<file path="config.mk">
export PLATFORM = sky130hd
export DESIGN_NAME = battleship_engine
export DESIGN_NICKNAME = d
export VERILOG_FILES = /design/src/rtl/battleship_engine.sv
export SDC_FILE = /design/constraint.sdc
export NUM_CORES = 2
export LEC_CHECK = 0
export ABC_AREA = 1
export ABC_CLOCK_PERIOD_IN_PS = 5200
export BUFFER_PORTS_ARGS = -buffer_cell sky130_fd_sc_hd__buf_2
export CAP_MARGIN = 25
export CORE_AREA = 2 2 346 348
export DETAILED_ROUTE_END_ITERATION = 8
export DIE_AREA = 0 0 348 350
export HOLD_SLACK_MARGIN = 0.15
export PLACE_DENSITY = 0.62
export SLEW_MARGIN = 10
export SYNTH_ARGS = -nofsm -noshare
export SYNTH_HDL_FRONTEND = slang
export SYNTH_SLANG_ARGS = --single-unit
</file>
<file path="constraint.sdc">
create_clock -name clk -period 5.2 [get_ports clk]
set_input_delay 0.26 -clock clk [delete_from_list [all_inputs] [get_ports clk]]
set_output_delay 0.26 -clock clk [all_outputs]
set_load 0.005 [all_outputs]
</file>
<file path="src/rtl/battleship_engine.sv">
// Battleship game core: runtime ship placement, shot resolution, sink sweep, win/lose tracking.
// Placement: reject next cycle or done 2*len+1 cycles after accept; shot result next cycle, sink len+1.
// cfg_ready only in SETUP idle, fire_ready only in PLAY idle; requests are held off while the engine walks cells.
//
// Ports:
//   clk, reset (sync, active-high), restart (pulse, play-side only)
//   cfg_*   : ship placement request/response (id, bow row/col, length, orientation)
//   start   : leave SETUP once every ship is loaded
//   fire_*  : shot request; res_valid/res_code carry the result
//   rd_*    : registered renderer read port (2-bit cell status)
//   turns_left, ships_remaining, game_state : game status
module battleship_engine #(
  parameter int GRID_ROWS = 10,
  parameter int GRID_COLS = 10,
  parameter int NUM_SHIPS = 5,
  parameter int MAX_LEN   = 6,
  parameter int TURNS     = 15,
  localparam int RW = $clog2(GRID_ROWS),
  localparam int CW = $clog2(GRID_COLS),
  localparam int IW = (NUM_SHIPS > 1) ? $clog2(NUM_SHIPS) : 1,
  localparam int LW = $clog2(MAX_LEN + 1),
  localparam int TW = $clog2(TURNS + 1)
) (
  input  logic          clk,
  input  logic          reset,
  input  logic          restart,
  input  logic          cfg_valid,
  output logic          cfg_ready,
  input  logic [IW-1:0] cfg_id,
  input  logic [RW-1:0] cfg_row,
  input  logic [CW-1:0] cfg_col,
  input  logic [LW-1:0] cfg_len,
  input  logic          cfg_vert,
  output logic          cfg_done,
  output logic          cfg_err,
  input  logic          start,
  input  logic          fire_valid,
  output logic          fire_ready,
  input  logic [RW-1:0] fire_row,
  input  logic [CW-1:0] fire_col,
  output logic          res_valid,
  output logic [2:0]    res_code,
  input  logic [RW-1:0] rd_row,
  input  logic [CW-1:0] rd_col,
  output logic [1:0]    rd_status,
  output logic [TW-1:0] turns_left,
  output logic [IW:0]   ships_remaining,
  output logic [1:0]    game_state
);

  localparam int NC = GRID_ROWS * GRID_COLS;
  localparam int XW = (NC > 1) ? $clog2(NC) : 1;

  localparam logic [2:0] RES_MISS    = 3'd0;
  localparam logic [2:0] RES_HIT     = 3'd1;
  localparam logic [2:0] RES_SUNK    = 3'd2;
  localparam logic [2:0] RES_REPEAT  = 3'd3;
  localparam logic [2:0] RES_INVALID = 3'd4;

  localparam logic [1:0] ST_UNKNOWN = 2'b00;
  localparam logic [1:0] ST_MISS    = 2'b01;
  localparam logic [1:0] ST_HIT     = 2'b10;
  localparam logic [1:0] ST_SUNK    = 2'b11;

  typedef enum logic [2:0] {
    SETUP_IDLE,
    CHECK,
    WRITE,
    PLAY_IDLE,
    SINK,
    WIN,
    LOSE
  } state_t;

  state_t state_q, state_d;

  // Board storage: shot status plus which ship (if any) owns each cell.
  logic [1:0]    cell_st  [NC];
  logic          cell_occ [NC];
  logic [IW-1:0] cell_id  [NC];

  // Ship table.
  logic [LW-1:0] ship_len  [NUM_SHIPS];
  logic [RW-1:0] ship_row  [NUM_SHIPS];
  logic [CW-1:0] ship_col  [NUM_SHIPS];
  logic          ship_vert [NUM_SHIPS];
  logic [LW-1:0] ship_hits [NUM_SHIPS];
  logic [NUM_SHIPS-1:0] loaded;

  // Cell walker shared by CHECK, WRITE and SINK: bow, direction, length, current cell.
  logic [IW-1:0] p_id;
  logic [LW-1:0] p_len;
  logic          p_vert;
  logic [RW-1:0] base_row, walk_row;
  logic [CW-1:0] base_col, walk_col;
  logic [LW-1:0] step;

  function automatic logic [XW-1:0] cell_ix(input logic [RW-1:0] r, input logic [CW-1:0] c);
    return XW'(int'(r) * GRID_COLS + int'(c));
  endfunction

  // Placement pre-checks evaluated on the handshake cycle.
  logic id_bad, len_bad, bounds_bad, place_bad;
  int   stern_r, stern_c;

  always_comb begin
    id_bad  = (int'(cfg_id) >= NUM_SHIPS) || loaded[cfg_id];
    len_bad = (cfg_len == '0) || (int'(cfg_len) > MAX_LEN);
    stern_r = int'(cfg_row) + (cfg_vert ? int'(cfg_len) - 1 : 0);
    stern_c = int'(cfg_col) + (cfg_vert ? 0 : int'(cfg_len) - 1);
    // Stern at or beyond the bow for len>=1, so this also covers an off-board bow.
    bounds_bad = (stern_r >= GRID_ROWS) || (stern_c >= GRID_COLS);
    place_bad  = id_bad || len_bad || bounds_bad;
  end

  // Shot decode, evaluated against the live board on the handshake cycle.
  logic [XW-1:0] fire_ix, walk_ix, rd_ix;
  logic          fire_in, rd_in;
  logic [1:0]    shot_st;
  logic          shot_occ;
  logic [IW-1:0] shot_id;
  logic [LW-1:0] shot_hits;
  logic          shot_sinks;
  logic          walk_occ, last_step;
  logic          play_grp, do_restart;

  always_comb begin
    fire_ix    = cell_ix(fire_row, fire_col);
    fire_in    = (int'(fire_row) < GRID_ROWS) && (int'(fire_col) < GRID_COLS);
    shot_st    = cell_st[fire_ix];
    shot_occ   = cell_occ[fire_ix];
    shot_id    = cell_id[fire_ix];
    shot_hits  = ship_hits[shot_id] + LW'(1);
    shot_sinks = (shot_hits == ship_len[shot_id]);
    walk_ix    = cell_ix(walk_row, walk_col);
    walk_occ   = cell_occ[walk_ix];
    last_step  = (step == p_len - LW'(1));
    rd_ix      = cell_ix(rd_row, rd_col);
    rd_in      = (int'(rd_row) < GRID_ROWS) && (int'(rd_col) < GRID_COLS);
    play_grp   = (state_q == PLAY_IDLE) || (state_q == SINK) ||
                 (state_q == WIN) || (state_q == LOSE);
    do_restart = restart && play_grp;
  end

  always_ff @(posedge clk) begin
    if (reset) state_q <= SETUP_IDLE;
    else       state_q <= state_d;
  end

  always_comb begin
    state_d    = state_q;
    cfg_ready  = 1'b0;
    fire_ready = 1'b0;
    game_state = 2'd0;
    case (state_q)
      SETUP_IDLE: begin
        cfg_ready = 1'b1;
        if (cfg_valid) begin
          if (!place_bad) state_d = CHECK;
        end else if (start && (&loaded)) begin
          state_d = PLAY_IDLE;
        end
      end
      CHECK: begin
        if (walk_occ)       state_d = SETUP_IDLE;
        else if (last_step) state_d = WRITE;
      end
      WRITE: begin
        if (last_step) state_d = SETUP_IDLE;
      end
      PLAY_IDLE: begin
        fire_ready = 1'b1;
        game_state = 2'd1;
        if (fire_valid && fire_in && (shot_st == ST_UNKNOWN)) begin
          if (shot_occ) begin
            if (shot_sinks) state_d = SINK;
          end else if (turns_left == TW'(1)) begin
            state_d = LOSE;
          end
        end
      end
      SINK: begin
        game_state = 2'd1;
        if (last_step) state_d = (ships_remaining == (IW+1)'(1)) ? WIN : PLAY_IDLE;
      end
      WIN:     game_state = 2'd2;
      LOSE:    game_state = 2'd3;
      default: state_d = SETUP_IDLE;
    endcase
    if (do_restart) state_d = PLAY_IDLE;
  end

  always_ff @(posedge clk) begin
    cfg_done  <= 1'b0;
    cfg_err   <= 1'b0;
    res_valid <= 1'b0;
    // Reads see the board as it stood before this edge's writes.
    rd_status <= rd_in ? cell_st[rd_ix] : ST_UNKNOWN;

    if (reset) begin
      rd_status       <= ST_UNKNOWN;
      res_code        <= RES_MISS;
      turns_left      <= TW'(TURNS);
      ships_remaining <= (IW+1)'(NUM_SHIPS);
      loaded          <= '0;
      p_id            <= '0;
      p_len           <= '0;
      p_vert          <= 1'b0;
      base_row        <= '0;
      base_col        <= '0;
      walk_row        <= '0;
      walk_col        <= '0;
      step            <= '0;
      for (int i = 0; i < NC; i++) begin
        cell_st[i]  <= ST_UNKNOWN;
        cell_occ[i] <= 1'b0;
        cell_id[i]  <= '0;
      end
      for (int s = 0; s < NUM_SHIPS; s++) begin
        ship_len[s]  <= '0;
        ship_row[s]  <= '0;
        ship_col[s]  <= '0;
        ship_vert[s] <= 1'b0;
        ship_hits[s] <= '0;
      end
    end else if (do_restart) begin
      // Layout survives; only the shot history and counters go.
      turns_left      <= TW'(TURNS);
      ships_remaining <= (IW+1)'(NUM_SHIPS);
      for (int i = 0; i < NC; i++) cell_st[i] <= ST_UNKNOWN;
      for (int s = 0; s < NUM_SHIPS; s++) ship_hits[s] <= '0;
    end else begin
      case (state_q)
        SETUP_IDLE: begin
          if (cfg_valid) begin
            if (place_bad) begin
              cfg_done <= 1'b1;
              cfg_err  <= 1'b1;
            end else begin
              p_id     <= cfg_id;
              p_len    <= cfg_len;
              p_vert   <= cfg_vert;
              base_row <= cfg_row;
              base_col <= cfg_col;
              walk_row <= cfg_row;
              walk_col <= cfg_col;
              step     <= '0;
            end
          end
        end
        CHECK: begin
          if (walk_occ) begin
            cfg_done <= 1'b1;
            cfg_err  <= 1'b1;
          end else if (last_step) begin
            walk_row <= base_row;
            walk_col <= base_col;
            step     <= '0;
          end else begin
            if (p_vert) walk_row <= walk_row + RW'(1);
            else        walk_col <= walk_col + CW'(1);
            step <= step + LW'(1);
          end
        end
        WRITE: begin
          cell_occ[walk_ix] <= 1'b1;
          cell_id[walk_ix]  <= p_id;
          if (last_step) begin
            loaded[p_id]    <= 1'b1;
            ship_len[p_id]  <= p_len;
            ship_row[p_id]  <= base_row;
            ship_col[p_id]  <= base_col;
            ship_vert[p_id] <= p_vert;
            cfg_done        <= 1'b1;
          end else begin
            if (p_vert) walk_row <= walk_row + RW'(1);
            else        walk_col <= walk_col + CW'(1);
            step <= step + LW'(1);
          end
        end
        PLAY_IDLE: begin
          if (fire_valid) begin
            if (!fire_in) begin
              res_valid <= 1'b1;
              res_code  <= RES_INVALID;
            end else if (shot_st != ST_UNKNOWN) begin
              res_valid <= 1'b1;
              res_code  <= RES_REPEAT;
            end else if (!shot_occ) begin
              cell_st[fire_ix] <= ST_MISS;
              turns_left       <= turns_left - TW'(1);
              res_valid        <= 1'b1;
              res_code         <= RES_MISS;
            end else begin
              cell_st[fire_ix]   <= ST_HIT;
              ship_hits[shot_id] <= shot_hits;
              if (shot_sinks) begin
                // Result is withheld until the sweep has repainted the hull.
                p_len    <= ship_len[shot_id];
                p_vert   <= ship_vert[shot_id];
                walk_row <= ship_row[shot_id];
                walk_col <= ship_col[shot_id];
                step     <= '0;
              end else begin
                res_valid <= 1'b1;
                res_code  <= RES_HIT;
              end
            end
          end
        end
        SINK: begin
          cell_st[walk_ix] <= ST_SUNK;
          if (last_step) begin
            ships_remaining <= ships_remaining - (IW+1)'(1);
            res_valid       <= 1'b1;
            res_code        <= RES_SUNK;
          end else begin
            if (p_vert) walk_row <= walk_row + RW'(1);
            else        walk_col <= walk_col + CW'(1);
            step <= step + LW'(1);
          end
        end
        default: ;
      endcase
    end
  end

endmodule

</file>
# Yosys cells after proc, flatten, opt, wreduce, memory -nomap -nowiden
# Memory sizes are Yosys's and may differ from the RTL's. A register that Yosys moved wholly into a read port is not among the register bits.
# Cells that the tools add are included.
word_totals:
  register_bits: 48
  ramBits: 675
  output_inout_bits: 20
  elab_cells: 506
  memories: 8
classes:
  addsub: 13
  n_mul: 3
  magnitude_cmp: 11
  eq_ne: 37
  n_mux: 258
  bitwise_logic: 113
  n_reduce_logical: 46
mem_list:
  columns: ["name", "words", "word_bits", "rd", "rd_ports_with_merged_regs", "wr", "line_no", "text"]
  rows:
  - ["cell_id", 100, 3, 1, 0, 100, "80", "logic [IW-1:0] cell_id [NC];"]
  - ["cell_st", 100, 2, 2, 1, 100, "78", "logic [1:0] cell_st [NC];"]
  - ["cell_occ", 100, 1, 2, 0, 100, "79", "logic cell_occ [NC];"]
  - ["ship_col", 5, 4, 1, 0, 5, "85", "logic [CW-1:0] ship_col [NUM_SHIPS];"]
  - ["ship_row", 5, 4, 1, 0, 5, "84", "logic [RW-1:0] ship_row [NUM_SHIPS];"]
  - ["ship_hits", 5, 3, 1, 0, 5, "87", "logic [LW-1:0] ship_hits [NUM_SHIPS];"]
  - ["2 more memories", null, null, null, null, null, null, null]
ops:
  columns: ["cell", "count"]
  rows:
  - ["2-bit 2-to-1 mux", 104]
  - ["3-bit 2-to-1 mux", 47]
  - ["1-bit OR", 106]
  - ["4-bit 2-to-1 mux", 24]
  - ["5-bit by 32-bit adder with 32-bit output", 2]
  - ["32-bit by 5-bit >= comparator with 1-bit output (second input constant)", 2]
  - ["1-bit 2-to-1 mux", 64]
  - ["32-bit 2-to-1 mux", 2]
  - ["4-bit one-hot mux with 4 select lines", 2]
  - ["7-bit 2-to-1 mux", 4]
  - ["9-bit AND reduction", 3]
  - ["2-bit != test (second input constant)", 11]
  - ["7-bit by 4-bit adder with 7-bit output", 3]
  - ["4-bit by 3-bit multiplier with 6-bit output (second input constant)", 3]
  - ["3-bit != test (second input constant)", 6]
  - ["3-bit one-hot mux with 6 select lines", 1]
  - ["4-bit less-than comparator (second input constant)", 4]
  - ["4-bit != test (second input constant)", 4]
  - ["5-bit AND reduction", 3]
  - ["2-bit OR reduction", 7]
  - ["3-bit one-hot mux with 2 select lines", 2]
  - ["3-bit one-hot mux with 4 select lines", 1]
  - ["11-bit AND reduction", 1]
  - ["3-bit == test (second input constant)", 3]
  - ["36 further kinds", 72]

# Longest topological paths before layout
# An unclocked memory read counts as a cell.
logic_depth:
  depth_word: 15
  ltp_mapped: 34
  ltp_nobuf: 31

# Worst setup path after synthesis
# Ideal clock, no wire load.
synth_path:
  path_kind: "in2reg"
  startpoint: "input port fire_row[1]"
  endpoint: "register walk_col[1]"
  setup_ns: 0.115
  t_arrival_ns: 4.237
  setup_slack_ns: 0.848
  cell_stages: 27
  path_buffers: 3
  path_cell_list: "ha_1 > ha_1 > fa_1 > inv_1 > xor2_1 > buf_2 > nand3_1 > nand3_2 > nand2_2 > inv_2 > buf_2 > nand2_1 > inv_1 > a22o_1 > a221oi_1 > nand4_1 > ha_1 > inv_1 > o21ai_1 > nand2_1 > nor2_2 > nand2_1 > o21ai_2 > buf_4 > nand2_4 > o21ai_1 > nor2_1"
synth_between:
  elab_cells_between_ends: 24
  cone_classes: "add/sub (2); mul (1); order compare (1); eq/ne (5); mux (6); reduce/logical (3); memory (6)"
synth_lines:
  columns: ["item", "line_no", "text"]
  rows:
  - ["start: declaration", "39", "input logic [RW-1:0] fire_row,"]
  - ["4-bit by 3-bit multiplier with 6-bit output", "99", "return XW'(int'(r) * GRID_COLS + int'(c));"]
  - ["7-bit by 4-bit adder with 7-bit output", "99", null]
  - ["memory 100 x 3 bit", null, null]
  - ["memory 5 x 3 bit", null, null]
  - ["3-bit by 1-bit adder with 3-bit output", "133", "shot_hits = ship_hits[shot_id] + LW'(1);"]
  - ["named net shot_hits[1]", "122", "logic [LW-1:0] shot_hits;"]
  - ["3-bit == test", "134", "shot_sinks = (shot_hits == ship_len[shot_id]);"]
  - ["2-bit != test (no source line)", null, null]
  - ["11-bit AND reduction (no source line)", null, null]
  - ["end signal: assignment", "246", "walk_col <= cfg_col;"]
  - ["end signal: assignment", "257", "walk_col <= base_col;"]
  - ["end signal: assignment", "261", "else walk_col <= walk_col + CW'(1);"]
  - ["end: declaration", "95", "logic [CW-1:0] base_col, walk_col;"]
# The timed path passes the listed nets, and every way through them passes these cells. The select of a mux whose other input is x is not followed.
# A chain may end at the register's enable or synchronous reset.

# Worst setup path after layout
layout_path:
  startpoint: "register walk_row[0]"
  endpoint: "register step[1]"
layout_between:
  elab_chain_cells: 5
layout_rtl:
  columns: ["item", "line_no", "text"]
  rows:
  - ["start: declaration", "94", "logic [RW-1:0] base_row, walk_row;"]
  - ["start signal: assignment", "245", "walk_row <= cfg_row;"]
  - ["start signal: assignment", "256", "walk_row <= base_row;"]
  - ["start signal: assignment", "260", "if (p_vert) walk_row <= walk_row + RW'(1);"]
  - ["4-bit by 3-bit multiplier with 6-bit output", "99", null]
  - ["7-bit by 4-bit adder with 7-bit output", "99", null]
  - ["memory 100 x 1 bit", null, null]
  - ["2-bit != test (no source line)", null, null]
  - ["11-bit AND reduction (no source line)", null, null]
  - ["end signal: assignment", "262", "step <= step + LW'(1);"]
  - ["end signal: assignment", "278", "step <= step + LW'(1);"]
  - ["end signal: assignment", "320", "step <= step + LW'(1);"]
  - ["end: declaration", "96", "logic [LW-1:0] step;"]
# Every way passes these cells.

==> impl_metrics.json <==
{
  "outcome": "completed",
  "ys_ff_latch": 938,
  "critPathTopFamily": "simple AND/OR/NAND/NOR gates",
  "critical_path.cell_chain": "ha_1 > fa_1 > nand2_1 > buf_12 > a21oi_1 > o21ai_0 > nand4_1 > a22o_1 > o31ai_1 > nand2_1 > nor2_1 > nand2_1 > nand4_1 > a21oi_1 > buf_4 > nand2_4 > nand2_1 > nand2_1 > nor2_1",
  "htree_levels": 3,
  "path_max_fanout": 10,
  "critPathMaxStageDelay_ns": 0.62,
  "min_path_type": "in -> reg",
  "gp_congestion": 0.9238,
  "drt_wl_total_um": 146100,
  "pin_count": 57,
  "post_cts_resized": 0,
  "skew_ns": 0.02309,
  "cp_slowest_cell": "nand2_1",
  "p_per_area_nw_per_um2": 425.7,
  "grt_max_degree": 128,
  "start_util_pct": 39.96,
  "clk_pin_slew_ns": 0.06,
  "syn_inst": 5441,
  "syn_area_sq_um": 47060,
  "vdd_drop_max_mv": 0.3141,
  "coreArea_sq_um": 117800,
  "critPathLaunchType": "register",
  "ys_warn_count": 0,
  "syn_to_final_growth_pct": 12.43,
  "crit_path_end_kind": "register",
  "ys_seq_area_share_pct": 56.07,
  "port_buffers": 56,
  "die_w_um": 348,
  "setup_viol": 0,
  "holdBufCountCts": 24,
  "finalSetupTns_ns": 0,
  "holdWs_ns": 0.2054,
  "crit_top_cell": "nand2_1",
  "min_period_ns": 4.710,
  "cts_root_buffer": "clkbuf_16",
  "tightestPinTransition_ns": 0.9547,
  "dr_total_vias": 39600,
  "rows": 126,
  "cts_max_path_buffers": 3,
  "first_global_vias": 37350,
  "grt_remaining_overflow": 0,
  "ant_nets": 0,
  "period_share_pct": 90.57,
  "hold_violations": 0,
  "maxCapViolations": 0,
  "path_class": "reg -> reg",
  "grt_pass1_wl_um": 221800,
  "syn_area_per_cell_sq_um": 8.648,
  "drc": 0,
  "ys_types": 59,
  "cts_setup_buffers": 0,
  "vias_per_cell": 5.607,
  "dp_hpwl_um": 95080,
  "drv_slew": 0,
  "antenna_found_initial": 1,
  "synth_fp_nets": 5546,
  "dr.pass1.iters": 6,
  "cts_sinks": 938,
  "fmax_ghz": 0.2123,
  "drive_gt1_share_pct": 7.673,
  "nNetsFinal": 5543,
  "dieArea_sq_um": 121800,
  "cts_tree": "built",
  "leakage_uw": 0.02043,
  "required_ns": 5.75,
  "numCtsBuffers": 101,
  "worstSkewPairLatency_ns": 0.69,
  "antenna_cells": 0,
  "rsz0062_at_grt": "no",
  "worstPathArrival_ns": 5.26,
  "max-slew-margin-rel_pct": 35.68,
  "dr.first_iter.drc_count": 4526,
  "wire_per_inst_um": 20.69,
  "critical_path_buf_inv_count": 2,
  "die_y_um": 350,
  "track_usage_pct": 23.54
}
## placed cells by master, fill, tap and decap left out, types with 10 or more instances in the layout
master and instances:
nor3_1 62, inv_1 387, or2_2 13, o311ai_0 40
a21oi_1 221, clkbuf_16 106, xor2_1 13, nand3_1 420
o21ai_1 32, buf_12 24, nand2_1 1127, nand4_1 19
nand2_2 10, clkinv_1 16, edfxtp_1 760, buf_4 121
dlygate4sd3_1 24, o22ai_1 21, buf_2 53, clkinv_2 15
clkbuf_8 11, o211ai_1 101, clkbuf_1 33, nand3b_1 10
ha_1 58, o21ai_0 454, dfxtp_1 177, nor2_1 1028
inv_2 14
## power by group
part           switching (uW)  total (uW)  internal (uW)  leakage, uW
registers                 237        8810           8570      0.00911
clock network            3050        7340           4290      0.00163
logic                    4460        6370           1910      0.00969
## metal layers
layer  share of wire [%]  track usage [%]  up-vias
met3                 8.9            3.413      314
met4                 3.7            9.126        0
met5                   0                0        -
met2                  46            37.85     1856
li1                    -                -    18460
met1                  41            32.17    18970
## cells by family (layout without fill, tap and decap cells)
logic type,after synthesis,in the layout,share of synthesized area (%)
and+or+nand+nor,2720,2720,23.53
AOI/OAI and AO/OA,944,944,11.48
DFF,938,938,56.07
buffers and inverters,746,831,6.488
adders and majority gates,68,68,1.936
xor gates and xnor gates,25,25,0.4973
## flip-flops by register name, summed over array words and instances (netlist names), 3 cells and up
register and count:
base_row 4, res_code 3, walk_col 4, ships_remaining 4, p_len 3, turns_left 4, loaded 5, base_col 4
ship_hits 24, ship_col 32, state_q 3, walk_row 4, cell_id 384, cell_occ 128, step 3, cell_st 256
ship_vert 8, ship_len 24, ship_row 32, p_id 3
## metrics by stage
| step | worst slack [ns] | utilization [%] | cell area [sq um] | instances | total power [uW] |
|---|---|---|---|---|---|
| 2_1_floorplan | 0.8479 | - | 47060 | 5441 | 12510 |
| 3_5_place_dp | 0.2155 | 41.86 | 49300 | 6847 | 15170 |
| 4_1_cts | 0.5130 | 44.92 | 52900 | 7062 | 22450 |
| 5_1_grt | 0.1862 | 44.92 | 52900 | 7062 | 23380 |
| 6_report | 0.4902 | 44.92 | 52900 | 7062 | 22520 |
| 3_3_place_gp | 0.1562 | 41.83 | 49260 | 6845 | 15100 |
## tightest hold or removal path, stage by stage
cell,delay [ns]
buf_2,0.13
inv_1,0.08
nor2_1,0.07
a21oi_1,0.11
nand3_1,0.08
nand2_1,0.06
a21oi_1,0.04
## final cells by class
cell class / count / area, sq um
Clock buffer: 150 / 2928
Sequential cell: 938 / 26390
Multi-Input combinational cell: 3757 / 17700
Inverter: 416 / 1589
Tap cell: 1536 / 1922
Fill cell: 11200 / 64860
Clock inverter: 41 / 434.2
Timing Repair Buffer: 224 / 1937
## cell usage after synthesis, drive strengths merged
cell type | instances | area (sq um)
nand2 | 1138 | 4304
nor2 | 1042 | 3961
edfxtp | 760 | 22820
o21ai | 487 | 2441
nand3 | 422 | 2122
inv | 409 | 1540
a21oi | 222 | 1122
clkbuf | 215 | 807.0
dfxtp | 178 | 3563
buf | 115 | 679.4
o211ai | 101 | 758.2
nor3 | 66 | 341.6
ha | 60 | 750.7
o311ai | 49 | 429.2
o22ai | 21 | 131.4
nand4 | 19 | 118.9
xor2 | 15 | 138.9
or2 | 14 | 87.59
nand3b | 10 | 75.07
xnor2 | 10 | 95.10
a41oi | 8 | 70.07
fa | 8 | 160.2
a211oi | 7 | 52.55
a31oi | 7 | 43.79
clkinv | 7 | 26.28
o221ai | 7 | 61.31
o31ai | 7 | 52.55
o2111ai | 6 | 52.55
nor4 | 5 | 31.28
o22a | 5 | 43.79
a311oi | 4 | 35.03
a22oi | 3 | 22.52
nor3b | 3 | 22.52
a22o | 2 | 17.52
a32oi | 2 | 17.52
o21a | 2 | 15.01
a221oi | 1 | 8.760
and2 | 1 | 6.260
o21bai | 1 | 7.510
o311a | 1 | 10.01
o32ai | 1 | 8.760
## final timing paths
kind              slack (ns)             to           from  cells after the start
setup / recovery        0.49        step[1]    walk_row[0]                     19
hold / removal          0.21       p_len[2]     cfg_len[2]                      7
hold reg to reg         0.45  cell_occ[126]  cell_occ[126]                      2
setup reg to reg        0.49        step[1]    walk_row[0]                     19
Note: power is estimated with default switching activity, not from simulation.
